`config.mk`:
```
export PLATFORM = sky130hd
export DESIGN_NAME = factorial_seq_unit
export DESIGN_NICKNAME = d
export VERILOG_FILES = /design/src/rtl/factorial_seq_unit.sv
export SDC_FILE = /design/constraint.sdc
export NUM_CORES = 1
export LEC_CHECK = 0
export ABC_AREA = 1
export BUFFER_PORTS_ARGS = -buffer_cell sky130_fd_sc_hd__buf_2
export CAP_MARGIN = 20
export CELL_PAD_IN_SITES_DETAIL_PLACEMENT = 1
export CELL_PAD_IN_SITES_GLOBAL_PLACEMENT = 1
export CORE_MARGIN = 4
export CORE_UTILIZATION = 46
export DETAILED_ROUTE_END_ITERATION = 6
export GPL_TIMING_DRIVEN = 0
export PLACE_DENSITY_LB_ADDON = 0.3
export SLEW_MARGIN = 0
export SYNTH_ARGS = -nofsm -noshare
export SYNTH_HDL_FRONTEND = slang
export SYNTH_SLANG_ARGS = --single-unit
```
`constraint.sdc`:
```
create_clock -name clk -period 6.1 [get_ports clk]
set_input_delay 1.22 -clock clk [delete_from_list [all_inputs] [get_ports clk]]
set_output_delay 1.22 -clock clk [all_outputs]
set_load 0.005 [all_outputs]
```
`src/rtl/factorial_seq_unit.sv`:
```
// Sequential n! / n!! calculator: one multiply per clock, saturating on overflow.
// The result registers keep the last completed answer while a new computation runs.
module factorial_seq_unit #(
  parameter int unsigned N_WIDTH      = 5,
  parameter int unsigned RESULT_WIDTH = 32
) (
  input  logic                    clk,
  input  logic                    reset,
  input  logic                    start,
  input  logic                    abort,
  input  logic                    mode,
  input  logic [N_WIDTH-1:0]      n,
  output logic                    busy,
  output logic                    done,
  output logic                    valid,
  output logic                    overflow,
  output logic [RESULT_WIDTH-1:0] result
);

  localparam int unsigned PROD_WIDTH = RESULT_WIDTH + N_WIDTH;

  typedef enum logic [1:0] {
    S_IDLE = 2'd0,
    S_CALC = 2'd1,
    S_DONE = 2'd2
  } state_e;

  state_e state_q, state_d;

  logic [RESULT_WIDTH-1:0] acc_q, acc_d;
  logic [N_WIDTH-1:0]      k_q, k_d;
  logic                    mode_q, mode_d;
  logic                    ovf_q, ovf_d;
  logic [RESULT_WIDTH-1:0] result_q, result_d;
  logic                    overflow_q, overflow_d;
  logic                    valid_q, valid_d;
  logic                    done_q, done_d;
  logic                    busy_q, busy_d;

  logic [PROD_WIDTH-1:0]   prod_c;
  logic                    prod_ovf_c;
  logic                    k_last_c;
  logic                    accept_c;

  assign prod_c     = PROD_WIDTH'(acc_q) * PROD_WIDTH'(k_q);
  assign prod_ovf_c = |prod_c[PROD_WIDTH-1:RESULT_WIDTH];
  assign k_last_c   = (k_q <= N_WIDTH'(1));
  // DONE accepts a new request exactly like IDLE; abort always wins over start
  assign accept_c   = (state_q != S_CALC) && start && !abort;

  always_ff @(posedge clk or posedge reset) begin
    if (reset) begin
      state_q <= S_IDLE;
    end else begin
      state_q <= state_d;
    end
  end

  always_comb begin
    state_d = state_q;
    case (state_q)
      S_IDLE, S_DONE: begin
        if (accept_c) state_d = S_CALC;
      end
      S_CALC: begin
        if (abort)         state_d = S_IDLE;
        else if (k_last_c) state_d = S_DONE;
      end
      default: state_d = S_IDLE;
    endcase
  end

  always_comb begin
    acc_d      = acc_q;
    k_d        = k_q;
    mode_d     = mode_q;
    ovf_d      = ovf_q;
    result_d   = result_q;
    overflow_d = overflow_q;
    valid_d    = valid_q;
    done_d     = 1'b0;
    busy_d     = (state_d == S_CALC);
    case (state_q)
      S_IDLE, S_DONE: begin
        if (accept_c) begin
          acc_d   = RESULT_WIDTH'(1);
          k_d     = n;
          mode_d  = mode;
          ovf_d   = 1'b0;
          valid_d = 1'b0;
        end
      end
      S_CALC: begin
        if (!abort) begin
          if (k_last_c) begin
            result_d   = acc_q;
            overflow_d = ovf_q;
            valid_d    = 1'b1;
            done_d     = 1'b1;
          end else begin
            // k > 1 here, so neither step can wrap below zero
            k_d = mode_q ? (k_q - N_WIDTH'(2)) : (k_q - N_WIDTH'(1));
            if (!ovf_q) begin
              if (prod_ovf_c) begin
                ovf_d = 1'b1;
                acc_d = '1;
              end else begin
                acc_d = prod_c[RESULT_WIDTH-1:0];
              end
            end
          end
        end
      end
      default: ;
    endcase
  end

  always_ff @(posedge clk or posedge reset) begin
    if (reset) begin
      acc_q      <= RESULT_WIDTH'(1);
      k_q        <= '0;
      mode_q     <= 1'b0;
      ovf_q      <= 1'b0;
      result_q   <= '0;
      overflow_q <= 1'b0;
      valid_q    <= 1'b0;
      done_q     <= 1'b0;
      busy_q     <= 1'b0;
    end else begin
      acc_q      <= acc_d;
      k_q        <= k_d;
      mode_q     <= mode_d;
      ovf_q      <= ovf_d;
      result_q   <= result_d;
      overflow_q <= overflow_d;
      valid_q    <= valid_d;
      done_q     <= done_d;
      busy_q     <= busy_d;
    end
  end

  assign busy     = busy_q;
  assign done     = done_q;
  assign valid    = valid_q;
  assign overflow = overflow_q;
  assign result   = result_q;

endmodule

```
== Word level (Yosys, flattened, before mapping) ==
Cells that the tools add are included.

* Add/sub/neg operators: 2
* Eq/ne operators: 9
* Bitwise operators: 1
* Mux-type cells: 27
* Multiply operators: 1
* Reduce and logical (&&, ||, !) cells: 12
* Magnitude comparators: 1

{| class="wikitable"
|+ Operators with widths
! kind !! count
|-
| $mux 32 || 5
|-
| $pmux 32 s2 || 1
|-
| $mul 32x5->37 || 1
|-
| $mux 5 || 4
|-
| $mux 1 || 10
|-
| $ne 2x2->1 const B || 5
|-
| $pmux 5 s2 || 1
|-
| $reduce_and 4->1 || 2
|-
| $mux 2 || 3
|-
| $le 5x1->1 const B || 1
|-
| $reduce_and 5->1 || 1
|-
| $reduce_or 5->1 || 1
|-
| $sub 5x1->5 const B || 1
|-
| $sub 5x2->5 const B || 1
|-
| $eq 2x1->1 const B || 2
|-
| $pmux 1 s2 || 2
|-
| $pmux 2 s2 || 1
|-
| $reduce_and 3->1 || 1
|-
| $eq 2x2->1 const B || 1
|-
| $logic_and 1x1->1 || 2
|-
| $logic_not 2->1 || 1
|-
| $ne 2x1->1 const B || 1
|-
| $reduce_and 2->1 || 1
|-
| $reduce_bool 2->1 || 1
|-
| other kinds (3) || 3
|}

* Bits in registers: 77
* Word-level logic and storage cells: 63

== Logic depth before layout (Yosys ltp) ==
Gate-level depths: netlist (run 1).

* Depth in word-level cells: 7
* Gate-level depth with buffers: 27
* Mapped depth without buffers: 24

== Least setup slack after synthesis (run 1) ==
OpenSTA, ideal clock, no wires.

* Path type: register to register
* Start point: reg k_q[4]
* End point: reg acc_q[16]
* Setup time: 117 ps
* Stages on the path, launching flop included: 26
* Setup slack: 1882 ps
* Path buffers: 3
* Arrival time: 4101 ps
* Cells stage by stage: dfrtp_1 > clkbuf_1 > clkbuf_1 > nand2_1 > inv_1 > fa_1 > fa_1 > inv_1 > fa_1 > inv_1 > ha_1 > nand2_1 > inv_1 > a21oi_2 > nand2_2 > nand2_1 > nand2_2 > nand2_2 > nand2_1 > nand2_1 > nand2_2 > nor2_8 > buf_6 > nand4_1 > nand2_1 > nand2_1

* Cells in the longest elaborated chain, start to end: 7
* Elaborated cells between the ends (all ways): 10
* Classes of those cells: mul (1); order compare (1); eq/ne (1); mux (5); reduce/logical (2)

{| class="wikitable"
|+ RTL lines
! what !! line !! text
|-
| from (decl) || 31 || <nowiki>logic [N_WIDTH-1:0] k_q, k_d;</nowiki>
|-
| from (signal assigned) || 131 || <nowiki>k_q <= k_d;</nowiki>
|-
| $mul 32x5->37 || 45 || <nowiki>assign prod_c = PROD_WIDTH'(acc_q) * PROD_WIDTH'(k_q);</nowiki>
|-
| $reduce_or 5->1 || 46 || <nowiki>assign prod_ovf_c = |prod_c[PROD_WIDTH-1:RESULT_WIDTH];</nowiki>
|-
| $mux 32 || 104 || <nowiki>if (prod_ovf_c) begin</nowiki>
|-
| $mux 32 || 103 || <nowiki>if (!ovf_q) begin</nowiki>
|-
| $mux 32 || 95 || <nowiki>if (k_last_c) begin</nowiki>
|-
| $mux 32 || 94 || <nowiki>if (!abort) begin</nowiki>
|-
| $pmux 32 s2 || 83 || <nowiki>case (state_q)</nowiki>
|-
| to (signal assigned) || 120 || <nowiki>acc_q <= RESULT_WIDTH'(1);</nowiki>
|-
| to (signal assigned) || 130 || <nowiki>acc_q <= acc_d;</nowiki>
|-
| to (decl) || 30 || <nowiki>logic [RESULT_WIDTH-1:0] acc_q, acc_d;</nowiki>
|}

Several ways; a longest one is shown, not always the timed one. The select of a mux whose other input is x is not followed.
A chain may end at the register's enable or synchronous reset.

== Worst setup path after layout (run 1) ==
* Start point: reg k_q[4]
* End point: reg acc_q[27]

Same word-level chain as after synthesis.

==> results.yml, run 1 <==
global_route:
  grt_use_met2_pct: 47.9
  antenna_found_initial: 0
  grt_max_degree: 50
  overflow: 0
  use_met1_pct: 38.3
  grt_pass1_vias: 9531
  use_met3_pct: 2.77
  grt_first_pass_wirelength_microns: 50000
  grt.busiest_layer: "met2"
  track_usage_pct: 28.4
die:
  rows: 51
  die-area_sq_mm: 0.0227
  start_util_pct: 47.4
  die_w_microns: 151
  die_h_microns: 151
  coreArea_sq_mm: 0.0197
  io_pins: 46
pwr:
  leakagePower_nw: 6.72
  clockPowerShare_pct: 10.6
  intPower_w: 0.00257
  power.density_mw_per_mm2: 570
  peakVddDrop_mv: 0.213
  seq_power_share_pct: 16.0
  p_sw_w: 0.00328
  power_frac_comb_pct: 73.5
  netSwitchingFraction_pct: 56.1
worst_hold_path:
  holdCritPathClass: "reg -> reg"
  hp-start: "result[20]"
timing:
  period_share_pct: 94.6
  grt_setup_unrepaired: "no"
  hold_viol: 0
  worst_pin_slew_ns: 0.881
  max_freq_mhz: 173
  setup-violations-final: 0
  final.min_clock_period_ns: 5.77
  fin_setup_tns_ns: 0
  clock_skew_ns: 0.0140
  drv_slew: 0
  maxSlewHeadroom_pct: 41.3
worst_setup_path:
  worst-path-max-fanout: 10
  crit_arrival_ns: 6.02
  r2r_slack_ns: 0.33
  startpoint: "k_q[4]"
  worstSetupPathType: "reg -> reg"
  crit_required_ns: 6.35
  startpoint_type: "flip-flop"
  reg2reg_from: "k_q[4]"
  critPathCaptureType: "flip-flop"
cts:
  cts_max_level: 3
  postCtsResizedCells: 0
  clk_latency_ns: 0.36
  hold_buffers: 0
  numCtsBuffers: 9
  cts.sinks: 77
  clkTransAtPathRegs_ns: 0.07
  clockBufferDepth: 2
  cts_tree: "yes"
  cts_setup_buffers: 0
  cts_root_buffer: "clkbuf_16"
detailed_routing:
  viasPerCell: 5.16
  ant_nets: 0
  drc: 0
  wl_microns: 30600
  drt-initial-drc-count: 449
  dr_total_vias: 8855
  firstDrtPassIters: 5
  wl_per_cell_microns: 17.8
layout:
  nFillCells: 2705
  final_cell_mix: "nand2_1, inv_1, fa_1, dfrtp_1, buf_2"
  final_common_cell: "nand2_1"
  antenna_cells: 0
  fin_nets: 1595
  drive_gt1_share_pct: 8.48
  final_cell_area_sq_mm: 0.0103
  postLayoutCoreUtil_pct: 52.0
  syn2layout_area_growth_pct: 9.75
yosys:
  synthDistinctLibCells: 40
  avgSynthCellArea_sq_um: 6.73
  ys_seq_area_share_pct: 20.6
  yosysWarnings: 0
  synthesis.nets: 1538
  synth.cell_area_sq_mm: 0.00934
  synthCells: 1389
  ys_ff_latch: 77
placement:
  dp_hpwl_microns: 24100
  io_buffers: 45
  gp_congestion: 0.915
  dpl_cell_area_sq_mm: 0.00993
outcome:
  outcome: "finished, final reports clean"
run:
  max-cap-violations: 0
[cells in the mapped netlist]
| cell | count | area share [%] |
|---|---|---|
| nand2_1 | 551 | 22 |
| inv_1 | 330 | 13 |
| fa_1 | 90 | 19 |
| dfrtp_1 | 76 | 20 |
| ha_1 | 49 | 6.6 |
| nor2_1 | 47 | 1.9 |
| a21oi_1 | 39 | 2.1 |
| nand4_1 | 35 | 2.3 |
| nand3_1 | 22 | 1.2 |
| o21ai_0 | 19 | 1.0 |
| clkbuf_1 | 18 | 0.72 |
| nand2_2 | 16 | 1.1 |
| xor2_1 | 12 | 1.1 |
| xnor2_1 | 11 | 1.0 |
| buf_2 | 10 | 0.54 |
| buf_6 | 7 | 0.84 |
| nand3_2 | 7 | 0.75 |
| o21bai_1 | 6 | 0.48 |
| inv_2 | 5 | 0.20 |
| nand3b_1 | 5 | 0.40 |
| nor2_2 | 5 | 0.33 |
| buf_1 | 4 | 0.16 |
| a21oi_2 | 3 | 0.28 |
| nor3_1 | 3 | 0.16 |
| a31oi_1 | 2 | 0.13 |
| buf_4 | 2 | 0.16 |
| nor2_4 | 2 | 0.24 |
| a211oi_1 | 1 | 0.080 |
| a21boi_1 | 1 | 0.080 |
| and2_1 | 1 | 0.067 |
| and3_1 | 1 | 0.067 |
| clkinv_1 | 1 | 0.040 |
| clkinv_2 | 1 | 0.054 |
| dfstp_2 | 1 | 0.28 |
| nor2_8 | 1 | 0.21 |
| o2111ai_1 | 1 | 0.094 |
| o211ai_1 | 1 | 0.080 |
| o21a_1 | 1 | 0.080 |
| o21ai_1 | 1 | 0.054 |
| or2_2 | 1 | 0.067 |
[area by class of cell]
type	instances	area, sq um	area share (%)
buffer	41	226	2.21
clock buffer	10	229	2.23
clock inverter	6	95.1	0.927
inverter	337	1270	12.4
multi-input combinational	934	5920	57.8
sequential	77	1930	18.8
tap	265	332	3.23
timing repair buffer	46	253	2.46
[state kept, by name, summed over array words and instances (netlist names)]
name	flops
busy	1
state_q	2
mode_q	1
k_q	5
ovf_q	1
result	32
overflow	1
valid	1
done	1
acc_q	32
[power groups by stage]
stage / sequential [W] / clock [W] / combinational [W]
6_report: 0.000934 / 0.000617 / 0.00430
5_1_grt: 0.000950 / 0.000646 / 0.00484
4_1_cts: 0.000923 / 0.000622 / 0.00429
3_5_place_dp: 0.000927 / 0 / 0.00417
3_3_place_gp: 0.000917 / 0 / 0.00400
2_1_floorplan: 0.000816 / 0 / 0.00306
[cell families after synthesis]
logic type      after synthesis  share of synthesized area, %
simple gates                697                          30.9
buf+inv                     378                          16.0
fa+ha+maj                   139                          25.8
flops                        77                          20.6
compound gates               75                          4.47
xor+xnor                     23                          2.16
[layer usage]
layer | part of all wire (%) | vias to the layer above | wire (microns)
met4 | 2.7 | 0 | 819
met1 | 45 | 4437 | 13700
li1 | - | 4163 | -
met3 | 4.5 | 52 | 1380
met2 | 48 | 203 | 14700
met5 | 0 | - | 0
[worst max-delay path, cell delays in order (launching register included)]
cell and delay, ns:
dfrtp_1 0.33, clkbuf_1 0.57, clkbuf_1 0.67, nand2_1 0.15, inv_1 0.12, fa_1 0.42, fa_1 0.54, inv_1 0.05
fa_1 0.55, inv_1 0.06, ha_1 0.39, a21oi_1 0.30, o21ai_0 0.22, a21oi_1 0.20, nand2_2 0.13, nand2_2 0.10
nand2_1 0.05, nand2_1 0.07, nand2_2 0.09, nor2_8 0.16, buf_6 0.17, nand4_1 0.14, nand2_1 0.11, nand2_1 0.05
[metrics by stage]
| step | total power, W | hold WS [ns] | cells | worst slack, ns |
|---|---|---|---|---|
| global placement | 0.00491 | 0.448 | 1699 | 0.573 |
| detailed placement | 0.00510 | 0.453 | 1700 | 0.439 |
| CTS | 0.00583 | 0.469 | 1716 | 0.331 |
| global route | 0.00644 | 0.481 | 1716 | 0.0991 |
| finish | 0.00585 | 0.467 | 1716 | 0.329 |
| floorplan | 0.00387 | 0.449 | 1389 | 1.88 |
[path summary, 6_finish.rpt]
path,end,cells past startpoint
worst min register to register,result[20],2
min in group asynchronous,result[9],2
worst max register to register,acc_q[27],23
max in group asynchronous,result[28],3
worst min-delay path,result[20],2
worst max-delay path,acc_q[27],23
No activity file was read; power rests on OpenSTA's default activity.
==> run 2, diff against run 1 <==
--- a/config.mk
+++ b/config.mk
@@ -5,13 +5,12 @@
 export SDC_FILE = /design/constraint.sdc
 export NUM_CORES = 1
 export LEC_CHECK = 0
-export ABC_AREA = 1
 export BUFFER_PORTS_ARGS = -buffer_cell sky130_fd_sc_hd__buf_2
 export CAP_MARGIN = 20
 export CELL_PAD_IN_SITES_DETAIL_PLACEMENT = 1
 export CELL_PAD_IN_SITES_GLOBAL_PLACEMENT = 1
 export CORE_MARGIN = 4
-export CORE_UTILIZATION = 46
+export CORE_UTILIZATION = 49
 export DETAILED_ROUTE_END_ITERATION = 6
 export GPL_TIMING_DRIVEN = 0
 export PLACE_DENSITY_LB_ADDON = 0.3
==> results.yml, run 2 <==
layout:
  instances_no_fill: 1264
  antenna_cells: 0
  nFillCells: 2074
  multi_input_area_sq_mm: 0.00596
  fin_nets: 1183
  final_cell_area_sq_mm: 0.00945
  final_cell_mix: "nand2_1, and2_1, inv_1, fa_1, dfrtp_1"
  drive_gt1_share_pct: 12.8
  syn2layout_area_growth_pct: 10.3
  final_common_cell: "nand2_1"
  seqCellArea_sq_mm: 0.00193
  postLayoutCoreUtil_pct: 54.8
timing:
  maxSlewHeadroom_pct: 35.9
  worst_pin_slew_ns: 0.961
  period_share_pct: 95.9
  drv_slew: 0
  grt_setup_unrepaired: "no"
  max_freq_mhz: 171
  hold_viol: 0
  final.min_clock_period_ns: 5.85
  clock_skew_ns: 0.00958
  setup-violations-final: 0
  fin_setup_tns_ns: 0
cts:
  cts.sinks: 77
  numCtsBuffers: 9
  cts_tree: "yes"
  clk_latency_ns: 0.35
  clockBufferDepth: 2
  hold_buffers: 0
  cts_max_level: 3
  clkTransAtPathRegs_ns: 0.07
  cts_root_buffer: "clkbuf_16"
yosys:
  muxShareOfSynthArea_pct: 1.31
  synthDistinctLibCells: 54
  synth_xor_xnor_area_share_pct: 3.37
  synthesis.nets: 1126
  synth.cell_area_sq_mm: 0.00857
  synth_top_family_by_area: "adder cells"
  ys_ff_latch: 77
  ys_seq_area_share_pct: 22.5
  synth_top_cell_by_area: "dfrtp_1"
  synth_edf_count: 0
  yosysWarnings: 0
  yosysMostFrequentCell: "nand2_1"
  synth_top_area_share_pct: 22.2
  synthArstFlopShare_pct: 100
  synth_adder_area_share_pct: 28.2
  synth_compound_area_share_pct: 15.4
  avgSynthCellArea_sq_um: 8.77
  synth-simple-area-share_pct: 21.0
  synthCells: 977
  yosys-top-cells-area: "dfrtp_1, fa_1, and2_1, ha_1, nand2_1"
  synth_common_cells: "nand2_1, and2_1, inv_1"
  synthFlopType: "dfrtp_1"
worst_setup_path:
  reg2reg_from: "k_q[4]"
  reg2reg_depth: 19
  r2r_slack_ns: 0.25
  crit_required_ns: 6.29
  crit_arrival_ns: 6.04
  startpoint_type: "flip-flop"
  critPathCaptureType: "flip-flop"
  cpPeakStageDelay_ns: 0.57
  cpMaxStageDelayCell: "fa_1"
  cpMostUsedCell: "fa_1"
  startpoint: "k_q[4]"
  r2r_end: "acc_q[7]"
  path_cells: "clkbuf_1 -> and2_1 -> fa_1 -> fa_1 -> inv_1 -> fa_1 -> inv_1 -> ha_1 -> o211ai_1 -> a21oi_2 -> o22ai_1 -> o31ai_2 -> a21oi_1 -> o21ai_1 -> xor2_1 -> nor4_4 -> buf_12 -> buf_6 -> a31oi_2"
  endpoint: "acc_q[7]"
  worst-path-max-fanout: 10
  worstSetupPathType: "reg -> reg"
global_route:
  antenna_found_initial: 0
  track_usage_pct: 28.5
  grt_first_pass_wirelength_microns: 44300
  grt_max_degree: 54
  overflow: 0
  grt_pass1_vias: 8041
detailed_routing:
  firstDrtPassIters: 5
  drt-initial-drc-count: 380
  wl_per_cell_microns: 21.2
  dr_total_vias: 7241
  viasPerCell: 5.73
  wl_microns: 26900
  drc: 0
  ant_nets: 0
die:
  die-area_sq_mm: 0.0197
  die_w_microns: 140
  io_pins: 46
  start_util_pct: 49.7
  die_h_microns: 140
  coreArea_sq_mm: 0.0172
  rows: 48
placement:
  dp_hpwl_microns: 21000
  io_buffers: 45
  dpl_cell_area_sq_mm: 0.00911
  gp_congestion: 0.860
  dp_cells: 1248
outcome:
  outcome: "finished, final reports clean"
worst_hold_path:
  holdCritPathClass: "reg -> reg"
run:
  max-cap-violations: 0
-- run 2: how the worst min path moves through the flow --
stage	slack (ns)	startpoint	endpoint	cells past startpoint
2_1_floorplan	0.47	result[18]	result[18]	2
3_3_place_gp	0.45	result[8]	result[8]	2
3_5_place_dp	0.46	result[28]	result[28]	2
4_1_cts	0.47	result[28]	result[28]	2
5_1_grt	0.51	result[22]	result[22]	2
6_report	0.47	result[28]	result[28]	2
-- run 2: layout make-up --
| cell class | instances | share of cell area [%] |
|---|---|---|
| inverters | 122 | 4.87 |
| well taps | 225 | 2.98 |
| multi-input cells | 724 | 63.0 |
| clock inverters | 6 | 0.755 |
| repair buffers | 48 | 2.97 |
| flip-flops and latches | 77 | 20.4 |
| plain buffers | 52 | 2.58 |
| clock buffers | 10 | 2.42 |
-- run 2: metal layers --
metal  routed length, microns  global-route usage, %  up-vias
met3                     1390                   4.54       45
met2                    13100                   47.6      210
met1                    11700                   38.3     3701
met5                        0                      0        -
li1                         -                      -     3285
met4                      649                   8.41        0
-- run 2: stage by stage --
step / setup slack, ns / hold slack [ns]
4_1_cts: 0.00705 / 0.474
3_5_place_dp: -0.609 / 0.458
2_1_floorplan: 1.09 / 0.470
6_report: 0.250 / 0.467
5_1_grt: 0.00118 / 0.513
3_3_place_gp: -0.480 / 0.453
-- run 2: cell families after synthesis --
family / after synthesis
AO/OA/AOI/OAI: 192
XOR/XNOR: 33
adder cells (fa/ha/maj): 139
buffers and inverters: 176
flip-flops: 77
multiplexers: 10
AND/OR/NAND/NOR: 350
-- run 2: timing repair --
item | in CTS | in global routing
pin swaps | 1 | 0
buffers inserted | 2 | 0
gates resized for setup | 2 | 9
setup endpoints to repair | 33 | 33
-- run 2: critical path: cells and delay by family (launching register included) --
family,cells,cell delay (ns)
buf+inv,5,0.95
compound gates,7,1.53
xor+xnor,1,0.12
simple gates,2,0.46
flops,1,0.55
fa+ha+maj,4,2.05
Power of run 2 is left out: the tool's default activity adds up to more than one toggle a clock period on the data nets, which glitch-free logic cannot reach.
